`config.mk`:
```
export PLATFORM = sky130hd
export DESIGN_NAME = xif_offload_ctrl_flat
export DESIGN_NICKNAME = d
export VERILOG_FILES = /design/src/rtl/xif_offload_ctrl_if.sv /design/src/rtl/xif_offload_ctrl.sv /design/src/flat_wrapper.sv
export SDC_FILE = /design/constraint.sdc
export NUM_CORES = 1
export LEC_CHECK = 0
export BUFFER_PORTS_ARGS = -buffer_cell sky130_fd_sc_hd__clkbuf_2
export CORE_MARGIN = 2
export CORE_UTILIZATION = 50
export CTS_CLUSTER_DIAMETER = 40
export DETAILED_ROUTE_END_ITERATION = 8
export GPL_TIMING_DRIVEN = 0
export PLACE_DENSITY = 0.76
export SETUP_SLACK_MARGIN = 0.3
export SLEW_MARGIN = 10
export SYNTH_ARGS = -nofsm -noshare
export SYNTH_HDL_FRONTEND = slang
export SYNTH_SLANG_ARGS = --single-unit
```
`constraint.sdc`:
```
create_clock -name clk -period 2.9 [get_ports clk]
set_clock_uncertainty 0.15 [all_clocks]
set_input_delay 0.58 -clock clk [delete_from_list [all_inputs] [get_ports clk]]
set_output_delay 0.58 -clock clk [all_outputs]
set_load 0.02 [all_outputs]
```
`src/rtl/xif_offload_ctrl_if.sv`:
```
// Coprocessor-side eXtension interface bundle: issue, register, commit and result channels.
// The master modport is the CPU side and the slave modport is the coprocessor side.
interface xif_offload_ctrl_if #(
  parameter int X_ID_WIDTH = 4,
  parameter int X_NUM_RS   = 2
);
  logic                       issue_valid;
  logic                       issue_ready;
  logic [33+X_ID_WIDTH:0]     issue_req;
  logic [2+X_NUM_RS:0]        issue_resp;
  logic                       register_valid;
  logic                       register_ready;
  logic [X_ID_WIDTH-1:0]      register_id;
  logic [32*X_NUM_RS-1:0]     register_rs;
  logic                       commit_valid;
  logic [X_ID_WIDTH:0]        commit;
  logic                       result_valid;
  logic                       result_ready;
  logic [X_ID_WIDTH+46:0]     result;

  modport master (
    output issue_valid, issue_req, register_valid, register_id, register_rs,
           commit_valid, commit, result_ready,
    input  issue_ready, issue_resp, register_ready, result_valid, result
  );
  modport slave (
    input  issue_valid, issue_req, register_valid, register_id, register_rs,
           commit_valid, commit, result_ready,
    output issue_ready, issue_resp, register_ready, result_valid, result
  );
endinterface

```
`src/rtl/xif_offload_ctrl.sv`:
```
// CPU-side eXtension interface offload controller: issue/register sequencing, commit queue, result writeback.
// Defining XIF_STATS_EN adds the saturating stat_accepted / stat_rejected / stat_killed outputs.
module xif_offload_ctrl #(
  parameter int X_ID_WIDTH = 4,
  parameter int X_NUM_RS   = 2,
  parameter int DEPTH      = 4
) (
  input  logic                       clk,
  input  logic                       resetb,
  input  logic                       off_valid,
  output logic                       off_ready,
  input  logic [31:0]                off_instr,
  input  logic [32*X_NUM_RS-1:0]     off_rs,
  output logic                       off_done,
  output logic                       off_accept,
  input  logic                       cmt_valid,
  input  logic                       cmt_kill,
  xif_offload_ctrl_if.master         xif,
  output logic                       wb_valid,
  output logic [4:0]                 wb_rd,
  output logic [31:0]                wb_data,
  output logic [$clog2(DEPTH+1)-1:0] inflight
`ifdef XIF_STATS_EN
  ,
  output logic [31:0]                stat_accepted,
  output logic [31:0]                stat_rejected,
  output logic [31:0]                stat_killed
`endif
);
  localparam int IW  = X_ID_WIDTH;
  localparam int CW  = $clog2(DEPTH+1);
  localparam int RSW = 32*X_NUM_RS;

  typedef enum logic [1:0] {IDLE, ISSUE, REG} state_e;
  state_e state, state_nx;

  logic [31:0]              instr_q;
  logic [RSW-1:0]           rs_q;
  logic [IW-1:0]            id_q, id_cnt;

  logic [DEPTH-1:0]         t_vld, t_wb, t_cmt, t_kill, t_pend, t_pwr;
  logic [DEPTH-1:0][IW-1:0] t_id;
  logic [DEPTH-1:0][4:0]    t_rd;
  logic [DEPTH-1:0][31:0]   t_data;

  // Commit queue, oldest uncommitted ID at index 0.
  logic [DEPTH-1:0][IW-1:0] cq;
  logic [CW-1:0]            cq_cnt, cq_wr;

  logic                     hs_issue, resp_acc, resp_wb, alloc, pop, id_busy;
  logic                     fresh_wb, drain_wb;
  logic [IW-1:0]            pop_id, r_id;
  logic [31:0]              r_data, dr_data;
  logic [4:0]               r_rd, dr_rd;
  logic                     r_we;
  logic [DEPTH-1:0]         alloc_oh, cmt_now, cmt_eff, kill_eff, hit, hold, free, drain_oh;
  logic                     unused_bits;

  assign resp_acc    = xif.issue_resp[X_NUM_RS+2];
  assign resp_wb     = xif.issue_resp[X_NUM_RS+1];
  assign r_id        = xif.result[IW+46:47];
  assign r_data      = xif.result[46:15];
  assign r_rd        = xif.result[14:10];
  assign r_we        = xif.result[9];
  assign unused_bits = ^{xif.result[8:0], xif.issue_resp[X_NUM_RS:0]};

  assign hs_issue = (state == ISSUE) && xif.issue_ready;
  assign alloc    = hs_issue && resp_acc;
  assign pop      = cmt_valid && (cq_cnt != '0);
  assign pop_id   = cq[0];
  assign cq_wr    = cq_cnt - CW'(pop);

  always_ff @(posedge clk or negedge resetb) begin
    if (!resetb) state <= IDLE;
    else         state <= state_nx;
  end

  always_comb begin
    state_nx = state;
    case (state)
      IDLE:    if (off_valid && off_ready) state_nx = ISSUE;
      ISSUE:   if (xif.issue_ready)        state_nx = resp_acc ? REG : IDLE;
      REG:     if (xif.register_ready)     state_nx = IDLE;
      default: state_nx = IDLE;
    endcase
  end

  always_comb begin
    xif.issue_valid    = (state == ISSUE);
    xif.register_valid = (state == REG);
    off_done           = hs_issue;
    off_accept         = hs_issue && resp_acc;
  end

  // Payloads are gated so the buses read zero whenever no transaction is pending.
  assign xif.issue_req    = xif.issue_valid ? {instr_q, 2'b11, id_q} : '0;
  assign xif.register_id  = xif.register_valid ? id_q : '0;
  assign xif.register_rs  = xif.register_valid ? rs_q : '0;
  assign xif.result_ready = 1'b1;
  assign off_ready        = (state == IDLE) && (inflight < CW'(DEPTH)) && !id_busy;

  always_ff @(posedge clk or negedge resetb) begin
    if (!resetb) begin
      instr_q <= '0;
      rs_q    <= '0;
      id_q    <= '0;
      id_cnt  <= '0;
    end else begin
      if (state == IDLE && off_valid && off_ready) begin
        instr_q <= off_instr;
        rs_q    <= off_rs;
        id_q    <= id_cnt;
      end
      if (hs_issue) id_cnt <= id_cnt + 1'b1;
    end
  end

  // A commit in the same cycle as a result for that ID is folded in before the result is judged.
  always_comb begin
    alloc_oh = '0; drain_oh = '0; cmt_now = '0; cmt_eff = '0; kill_eff = '0; hit = '0;
    id_busy = 1'b0; fresh_wb = 1'b0; drain_wb = 1'b0; inflight = '0;
    dr_rd = '0; dr_data = '0;
    for (int i = 0; i < DEPTH; i++) begin
      cmt_now[i]  = pop && t_vld[i] && (t_id[i] == pop_id);
      cmt_eff[i]  = t_cmt[i] | cmt_now[i];
      kill_eff[i] = t_kill[i] | (cmt_now[i] & cmt_kill);
      hit[i]      = xif.result_valid && t_vld[i] && !t_pend[i] && (t_id[i] == r_id);
      if (hit[i] && cmt_eff[i] && !kill_eff[i] && t_wb[i] && r_we) fresh_wb = 1'b1;
      if (t_vld[i] && (t_id[i] == id_cnt)) id_busy = 1'b1;
      inflight = inflight + CW'(t_vld[i]);
    end
    for (int i = DEPTH-1; i >= 0; i--) begin
      if (!t_vld[i]) begin
        alloc_oh    = '0;
        alloc_oh[i] = alloc;
      end
      // A held-off result drains only when the writeback port is not claimed by a fresh result.
      if (!fresh_wb && t_vld[i] && t_cmt[i] && t_pend[i]) begin
        drain_oh    = '0;
        drain_oh[i] = 1'b1;
      end
    end
    for (int i = 0; i < DEPTH; i++) begin
      if (drain_oh[i]) begin
        drain_wb = t_pwr[i] & ~t_kill[i];
        dr_rd    = t_rd[i];
        dr_data  = t_data[i];
      end
    end
    free = (hit & cmt_eff) | drain_oh;
    hold = hit & ~cmt_eff;
  end

  always_ff @(posedge clk or negedge resetb) begin
    if (!resetb) begin
      t_vld <= '0; t_wb <= '0; t_cmt <= '0; t_kill <= '0; t_pend <= '0; t_pwr <= '0;
      t_id  <= '0; t_rd <= '0; t_data <= '0;
    end else begin
      for (int i = 0; i < DEPTH; i++) begin
        if (alloc_oh[i]) begin
          t_vld[i]  <= 1'b1;
          t_id[i]   <= id_q;
          t_wb[i]   <= resp_wb;
          t_cmt[i]  <= 1'b0;
          t_kill[i] <= 1'b0;
          t_pend[i] <= 1'b0;
        end else begin
          if (free[i]) t_vld[i] <= 1'b0;
          if (cmt_now[i]) begin
            t_cmt[i]  <= 1'b1;
            t_kill[i] <= cmt_kill;
          end
          if (hold[i]) begin
            t_pend[i] <= 1'b1;
            t_pwr[i]  <= t_wb[i] & r_we;
            t_rd[i]   <= r_rd;
            t_data[i] <= r_data;
          end
        end
      end
    end
  end

  always_ff @(posedge clk or negedge resetb) begin
    if (!resetb) begin
      cq     <= '0;
      cq_cnt <= '0;
    end else begin
      if (pop)
        for (int i = 0; i < DEPTH-1; i++) cq[i] <= cq[i+1];
      if (alloc)
        for (int i = 0; i < DEPTH; i++)
          if (CW'(i) == cq_wr) cq[i] <= id_q;
      cq_cnt <= cq_cnt + CW'(alloc) - CW'(pop);
    end
  end

  always_ff @(posedge clk or negedge resetb) begin
    if (!resetb) begin
      xif.commit_valid <= 1'b0;
      xif.commit       <= '0;
      wb_valid         <= 1'b0;
      wb_rd            <= '0;
      wb_data          <= '0;
    end else begin
      xif.commit_valid <= pop;
      if (pop) xif.commit <= {pop_id, cmt_kill};
      wb_valid <= fresh_wb | drain_wb;
      if (fresh_wb) begin
        wb_rd   <= r_rd;
        wb_data <= r_data;
      end else if (drain_wb) begin
        wb_rd   <= dr_rd;
        wb_data <= dr_data;
      end
    end
  end

`ifdef XIF_STATS_EN
  always_ff @(posedge clk or negedge resetb) begin
    if (!resetb) begin
      stat_accepted <= '0;
      stat_rejected <= '0;
      stat_killed   <= '0;
    end else begin
      if (hs_issue && resp_acc && stat_accepted != '1)  stat_accepted <= stat_accepted + 32'd1;
      if (hs_issue && !resp_acc && stat_rejected != '1) stat_rejected <= stat_rejected + 32'd1;
      if (pop && cmt_kill && stat_killed != '1)         stat_killed   <= stat_killed + 32'd1;
    end
  end
`endif

endmodule
```
`src/flat_wrapper.sv`:
```
// flat-port wrapper written by rule: the top's interface ports become plain ports
module xif_offload_ctrl_flat 
#(
  parameter int X_ID_WIDTH = 4,
  parameter int X_NUM_RS   = 2,
  parameter int DEPTH      = 4
)
  (clk, resetb, off_valid, off_ready, off_instr, off_rs, off_done, off_accept, cmt_valid, cmt_kill, wb_valid, wb_rd, wb_data, inflight, xif_issue_valid, xif_issue_req, xif_register_valid, xif_register_id, xif_register_rs, xif_commit_valid, xif_commit, xif_result_ready, xif_issue_ready, xif_issue_resp, xif_register_ready, xif_result_valid, xif_result);
  xif_offload_ctrl_if #(.X_ID_WIDTH(X_ID_WIDTH), .X_NUM_RS(X_NUM_RS)) xif_i ();
  input  logic clk;
  input  logic resetb;
  input  logic off_valid;
  output logic off_ready;
  input  logic [31:0] off_instr;
  input  logic [32*X_NUM_RS-1:0] off_rs;
  output logic off_done;
  output logic off_accept;
  input  logic cmt_valid;
  input  logic cmt_kill;
  output logic wb_valid;
  output logic [4:0] wb_rd;
  output logic [31:0] wb_data;
  output logic [$clog2(DEPTH+1)-1:0] inflight;
  output wire logic [$bits(xif_i.issue_valid)-1:0] xif_issue_valid;
  output wire logic [$bits(xif_i.issue_req)-1:0] xif_issue_req;
  output wire logic [$bits(xif_i.register_valid)-1:0] xif_register_valid;
  output wire logic [$bits(xif_i.register_id)-1:0] xif_register_id;
  output wire logic [$bits(xif_i.register_rs)-1:0] xif_register_rs;
  output wire logic [$bits(xif_i.commit_valid)-1:0] xif_commit_valid;
  output wire logic [$bits(xif_i.commit)-1:0] xif_commit;
  output wire logic [$bits(xif_i.result_ready)-1:0] xif_result_ready;
  input wire logic [$bits(xif_i.issue_ready)-1:0] xif_issue_ready;
  input wire logic [$bits(xif_i.issue_resp)-1:0] xif_issue_resp;
  input wire logic [$bits(xif_i.register_ready)-1:0] xif_register_ready;
  input wire logic [$bits(xif_i.result_valid)-1:0] xif_result_valid;
  input wire logic [$bits(xif_i.result)-1:0] xif_result;
  assign xif_issue_valid = xif_i.issue_valid;
  assign xif_issue_req = xif_i.issue_req;
  assign xif_register_valid = xif_i.register_valid;
  assign xif_register_id = xif_i.register_id;
  assign xif_register_rs = xif_i.register_rs;
  assign xif_commit_valid = xif_i.commit_valid;
  assign xif_commit = xif_i.commit;
  assign xif_result_ready = xif_i.result_ready;
  assign xif_i.issue_ready = xif_issue_ready;
  assign xif_i.issue_resp = xif_issue_resp;
  assign xif_i.register_ready = xif_register_ready;
  assign xif_i.result_valid = xif_result_valid;
  assign xif_i.result = xif_result;
  xif_offload_ctrl #(.X_ID_WIDTH(X_ID_WIDTH), .X_NUM_RS(X_NUM_RS), .DEPTH(DEPTH)) u_core (.clk(clk), .resetb(resetb), .off_valid(off_valid), .off_ready(off_ready), .off_instr(off_instr), .off_rs(off_rs), .off_done(off_done), .off_accept(off_accept), .cmt_valid(cmt_valid), .cmt_kill(cmt_kill), .xif(xif_i), .wb_valid(wb_valid), .wb_rd(wb_rd), .wb_data(wb_data), .inflight(inflight));
endmodule
```
Word level (Yosys, flattened, before mapping)
Index checks and enable logic that the tools add are counted.
{"block": "word_totals", "in_bits": 160, "register_bits": 357}
{"block": "op_classes", "add_sub_neg": 7, "order_cmp": 1, "eq_ne": 20, "mux": 77, "n_bitwise": 33, "n_reduce_logical": 92}
{"cell": "$mux W32", "count": 6}
{"cell": "$mux W64", "count": 1}
{"cell": "$logic_and A1 B1 Y1", "count": 60}
{"cell": "$eq A4 B4 Y1", "count": 12}
{"cell": "$mux W4", "count": 12}
{"cell": "$mux W1", "count": 44}
{"cell": "$mux W38", "count": 1}
{"cell": "$mux W5", "count": 6}
{"cell": "$reduce_bool A2 Y1", "count": 13}
{"cell": "$mux W12", "count": 2}
{"cell": "$and A1 B1 Y1", "count": 12}
{"cell": "$logic_not A1 Y1", "count": 10}
{"cell": "$reduce_and A2 Y1", "count": 5}
{"cell": "$add A3 B1 Y3", "count": 3}
{"cell": "$or A1 B1 Y1", "count": 9}
{"cell": "$and A4 B4 Y4", "count": 2}
{"cell": "$mux W2", "count": 4}
{"cell": "$not A1 Y1", "count": 8}
{"cell": "$eq A2 B3 Y1 const A", "count": 2}
{"cell": "$pmux W2 S3", "count": 1}
{"cell": "$sub A3 B1 Y3", "count": 2}
{"cell": "$add A4 B1 Y4 const B", "count": 1}
{"cell": "$ne A2 B2 Y1 const B", "count": 2}
{"cell": "$not A4 Y4", "count": 1}
{"cell": "11 further kinds", "count": 11}

Logic depth before layout (Yosys ltp)
{"block": "depth", "depth_word": 28, "ltp_mapped": 11, "ltp_nobuf": 9}

Least setup slack after synthesis
OpenSTA, ideal clock, no wires.
{"block": "synth_timing", "kind": "reg-to-reg", "from": "register u_core.t_vld[0]", "to": "register u_core.instr_q[10]", "slack_ns": -0.349, "setup_time_ns": 0.125, "synth_period_minus_slack_ns": 3.249, "t_arrival_ns": 2.974, "path_stages_with_launch": 11, "cell_sequence": "dfrtp_1 ha_1 fa_1 ha_1 nor3_1 o21ai_0 nor3_1 and2_1 buf_2 buf_2 mux2_2"}
{"block": "synth_via", "elab_cells_between_ends": 13}
{"element": "start: declaration", "line_no": "xif_offload_ctrl.sv:41", "rtl": "logic [DEPTH-1:0] t_vld, t_wb, t_cmt, t_kill, t_pend, t_pwr;"}
{"element": "start signal: assignment", "line_no": "xif_offload_ctrl.sv:156", "rtl": "t_vld <= '0; t_wb <= '0; t_cmt <= '0; t_kill <= '0; t_pend <= '0; t_pwr <= '0;"}
{"element": "start signal: indexed assignment", "line_no": "xif_offload_ctrl.sv:161", "rtl": "t_vld[i] <= 1'b1;"}
{"element": "start signal: indexed assignment", "line_no": "xif_offload_ctrl.sv:168", "rtl": "if (free[i]) t_vld[i] <= 1'b0;"}
{"element": "$add A1 B1 Y2", "line_no": "xif_offload_ctrl.sv:130", "rtl": "inflight = inflight + CW'(t_vld[i]);"}
{"element": "$add A3 B1 Y3 (2 in a row)", "line_no": "xif_offload_ctrl.sv:130"}
{"element": "named net inflight[2]", "line_no": "flat_wrapper.sv:23", "rtl": "output logic [$clog2(DEPTH+1)-1:0] inflight;"}
{"element": "$lt A3 B3 Y1", "line_no": "xif_offload_ctrl.sv:100", "rtl": "assign off_ready = (state == IDLE) && (inflight < CW'(DEPTH)) && !id_busy;"}
{"element": "$logic_and A1 B1 Y1 (2 in a row)", "line_no": "xif_offload_ctrl.sv:100"}
{"element": "named net off_ready", "line_no": "flat_wrapper.sv:13", "rtl": "output logic off_ready;"}
{"element": "$logic_and A1 B1 Y1", "line_no": "xif_offload_ctrl.sv:109", "rtl": "if (state == IDLE && off_valid && off_ready) begin"}
{"element": "end signal: assignment", "line_no": "xif_offload_ctrl.sv:110", "rtl": "instr_q <= off_instr;"}
{"element": "end: declaration", "line_no": "xif_offload_ctrl.sv:37", "rtl": "logic [31:0] instr_q;"}
The timed path passes the listed nets, and every way through them passes these cells.
A chain may end at the register's enable or synchronous reset.

Worst setup path in the final report
{"block": "layout_timing", "from": "register u_core.t_vld[0]", "to": "output off_ready"}
{"block": "layout_via", "elab_chain_len": 7, "elab_cells_between_ends": 12}
{"element": "parallel branches: the longest is 6 deep, another holds $add A3 B1 Y3"}
{"element": "$logic_and A1 B1 Y1 *", "line_no": "xif_offload_ctrl.sv:100"}
{"element": "end: declaration", "line_no": "flat_wrapper.sv:13"}
Mark *: on every way between the ends.

==> summary.txt <==
Outcome
  – Outcome: finished with violations
  – Failing checks: setup timing

Finish
  – Fillers: between 2,000 and 2,500
  – Layout net count: about 2,000
  – Most common cell after layout, fill and taps aside: dfrtp_1
  – Final Non-Filler Cells: 2,344
  – Share of cells above drive strength 1: 0.497
  – Most frequent cells in the layout: dfrtp_1, clkbuf_2, nand2_1
  – Area delta synth->final: 43.1%

Global routing
  – Grt peak-use layer: met2
  – Total grt overflow: 0
  – Met2 usage: 0.487
  – Global routing usage on met3: 0.0726
  – Vias in the first global route: around 14,000
  – Grt met1 use: 0.345
  – Total track usage: 0.287
  – First-pass GRT wire length: 76,100 um
  – Largest net degree at the start of global routing: 88
  – Initial antenna violation count: 6

STA
  – Tcrit/Tclk final: 1.10
  – WHS: slightly above 0.09 ns
  – Setup TNS: -12.02 ns
  – Rel. slew slack: 0.401
  – Unrepaired setup endpoints after global routing: yes
  – Max Transition Viols Final: 0
  – Final Hold Viols: 0
  – FMAX: approximately 310 MHz
  – Final setup violating endpoints: about 100
  – Final setup margin: -0.281 ns
  – Slew at the pin closest to its max-slew limit: approximately 0.90 ns
  – Min Tclk post-route: around 3.2 ns

Logic synthesis
  – Syn_nets: ~1,600
  – Post-Synth Adder-Cell Area: 0.00848
  – Compound-cell area share of the yosys netlist: 0.0759
  – Post-synthesis sequential area ratio: 0.540
  – Mux share of post-synthesis cell area: 0.190
  – Top post-synthesis cells by area: dfrtp_1, mux2_2, and2_1
  – Synth area leader: dfrtp_1
  – Synth async-reset ratio: 1.00
  – Largest family of logic cells by synthesized area: multiplexers
  – Yosys top cell area share: 0.540
  – Syn. warnings: 0
  – XOR/XNOR share of the synthesized area: 0.0286
  – Syn Std Cell Area: 16,500 um^2
  – Seq cells post-synth: 357
  – Syn avg cell area: approximately 12 um^2
  – Syn Inst Count: about 1,400
  – Ys flop type: dfrtp_1
  – Post-synthesis simple-gate area fraction: 0.115
  – EDFF count, synth: 0
  – Synth cell types: 54

Clocking
  – Clock slew at reported path FFs: around 0.05 ns
  – TritonCTS buffer count: 53
  – Clock tree buffer depth: 3
  – Clock sink count: about 360
  – CTS tree: built
  – Worst-Skew Late Latency: ~0.57 ns
  – H-tree Lvls: 2
  – Root Buffer: clkbuf_16

Worst setup path
  – Worst path required time: approximately 2.2 ns
  – CP endpoint kind: output port
  – CP Cell Sequence: ha_4, fa_2, ha_4, nor3_4, o21ai_2, nor3_4, clkbuf_8
  – Slowest-stage cell, CP: dfrtp_1
  – Crit path launch type: register
  – CP arrival: approximately 2.5 ns
  – Slowest stage delay, CP: around 0.42 ns
  – CP max FO: 2
  – Critical path class: reg2out

Pwr
  – VDD IR max: around 0.8 mV
  – Power per Cell Area: around 1100 nW/um^2
  – Leak: 11.7 nW
  – Total Power: between 20 and 30 mW

Detailed routing
  – ANT nets after route: 0
  – DR pass1 iterations: 7
  – Initial DRC count: 832
  – Routed len/inst: 22.1 um
  – Routed vias: roughly 13,000
  – DRC: 0
  – Final WL: ~52,000 um
  – Vias per std cell: about 5.6

Floorplan
  – Core Area: between 30,000 and 40,000 um^2
  – Io pins: approximately 320
  – DIE WIDTH: 186 um
  – Die H: roughly 190 um
  – Row count: 66
  – Starting Density: 0.508
  – Die area: around 35,000 um^2

Placement
  – Final HPWL DP: 30,900 um
  – GP Congestion: between 0.8 and 0.9
  – Port bufs: between 300 and 400
  – Placed Cells: about 2,200
  – Setup WS pre-CTS: -0.246 ns

Run
  – Total of max-cap violations: 0

Hold path
  – Hold/Removal Path Class: in2reg
==> sequential cells by signal, indices dropped and copies added (netlist names), 2 cells and up <==
signal             flops
u_core.t_data        128
u_core.rs_q           64
u_core.instr_q        32
u_core.wb_data        32
u_core.t_rd           20
u_core.t_id           16
u_core.cq             12
u_core.wb_rd           5
u_core.xif.commit      5
u_core.id_cnt          4
u_core.id_q            4
u_core.pop_id          4
u_core.t_cmt           4
u_core.t_kill          4
u_core.t_pend          4
u_core.t_pwr           4
u_core.t_vld           4
u_core.t_wb            4
u_core.cq_cnt          3
u_core.state           2
==> critical path, delay by kind of cell, from the launching register on <==
family | cells | cell delay [ns]
and+or+nand+nor | 2 | 0.33
DFF | 1 | 0.42
buffers and inverters | 1 | 0.19
adders and majority gates | 3 | 0.84
AOI/OAI and AO/OA | 1 | 0.10
==> layer usage <==
| layer | vias up | routed length [um] |
|---|---|---|
| met5 | - | 0 |
| li1 | 5780 | - |
| met1 | 6602 | 20000 |
| met4 | 0 | 2240 |
| met3 | 134 | 3830 |
| met2 | 542 | 25900 |
==> cells by family (layout without fill, tap and decap cells) <==
family,Yosys count,in the layout
compound gates,189,189
xor+xnor,54,54
fa+ha+maj,10,10
buf+inv,152,638
flops,357,357
mux,285,285
other cells,1,6
simple gates,363,363
==> through the flow <==
stage,cell area [um^2],util
2_1_floorplan,16700,-
3_3_place_gp,18700,0.576
3_5_place_dp,18900,0.580
4_1_cts,22500,0.691
5_1_grt,23700,0.727
6_report,23700,0.727
==> layout make-up <==
cell class              instances  area (um^2)  area share
clock inverters                34          405      0.0171
clock buffers                  65         1480      0.0627
multi-input cells             902         7740       0.327
flip-flops and latches        357         8940       0.378
repair buffers                388         3380       0.143
plain buffers                 100          940      0.0397
inverters                      51          204     0.00862
diodes                          5         12.5    0.000529
well taps                     442          553      0.0234
==> final timing paths <==
kind / start / to / slack, ns / cells past startpoint
setup / recovery: u_core.t_vld[0] / off_ready / -0.28 / 7
hold / removal: off_instr[0] / u_core.instr_q[0] / 0.09 / 2
setup reg to reg: u_core.t_vld[0] / u_core.rs_q[18] / -0.19 / 13
hold reg to reg: u_core.xif.commit[3] / u_core.xif.commit[3] / 0.33 / 2
max in group asynchronous: resetb / u_core.t_data[51] / 1.07 / 4
min in group asynchronous: resetb / u_core.xif.commit[2] / 0.36 / 2
==> power breakdown <==
group	internal, mW	switching (mW)	total (mW)
clock	4.23	2.50	6.73
sequential	6.90	1.36	8.27
combinational	5.84	5.06	10.9
==> synthesized netlist by cell type, types with 2 or more instances <==
| library cell | number |
|---|---|
| dfrtp_1 | 357 |
| mux2_2 | 230 |
| nand2_1 | 140 |
| and2_1 | 108 |
| o21ai_0 | 86 |
| mux2i_1 | 53 |
| inv_1 | 49 |
| clkbuf_1 | 47 |
| buf_2 | 41 |
| a22oi_1 | 38 |
| o221ai_1 | 37 |
| or2_2 | 36 |
| xnor2_1 | 36 |
| nor2_1 | 20 |
| nand3_1 | 18 |
| xor2_1 | 18 |
| nor3_1 | 9 |
| ha_1 | 8 |
| a31oi_1 | 6 |
| buf_6 | 6 |
| nor4_1 | 6 |
| buf_4 | 5 |
| a21oi_1 | 4 |
| and3_1 | 4 |
| o2111ai_1 | 4 |
| a21o_1 | 3 |
| nand2b_1 | 3 |
| nand4_1 | 3 |
| nor2b_1 | 3 |
| nor3b_1 | 3 |
| buf_1 | 2 |
| fa_1 | 2 |
| mux2_1 | 2 |
| nand4b_1 | 2 |
| nor4_4 | 2 |
| o21bai_1 | 2 |
==> what timing repair did <==
action | in CTS | in global routing
hold buffers | 1 | 0
pin swaps | 9 | 13
endpoints found under the setup margin | 334 | 359
gates cloned | 17 | 5
buffers inserted | 38 | 20
endpoints found under the hold margin | 35 | 0
gates resized for setup | 253 | 400
(Power assumes the default switching activity.)
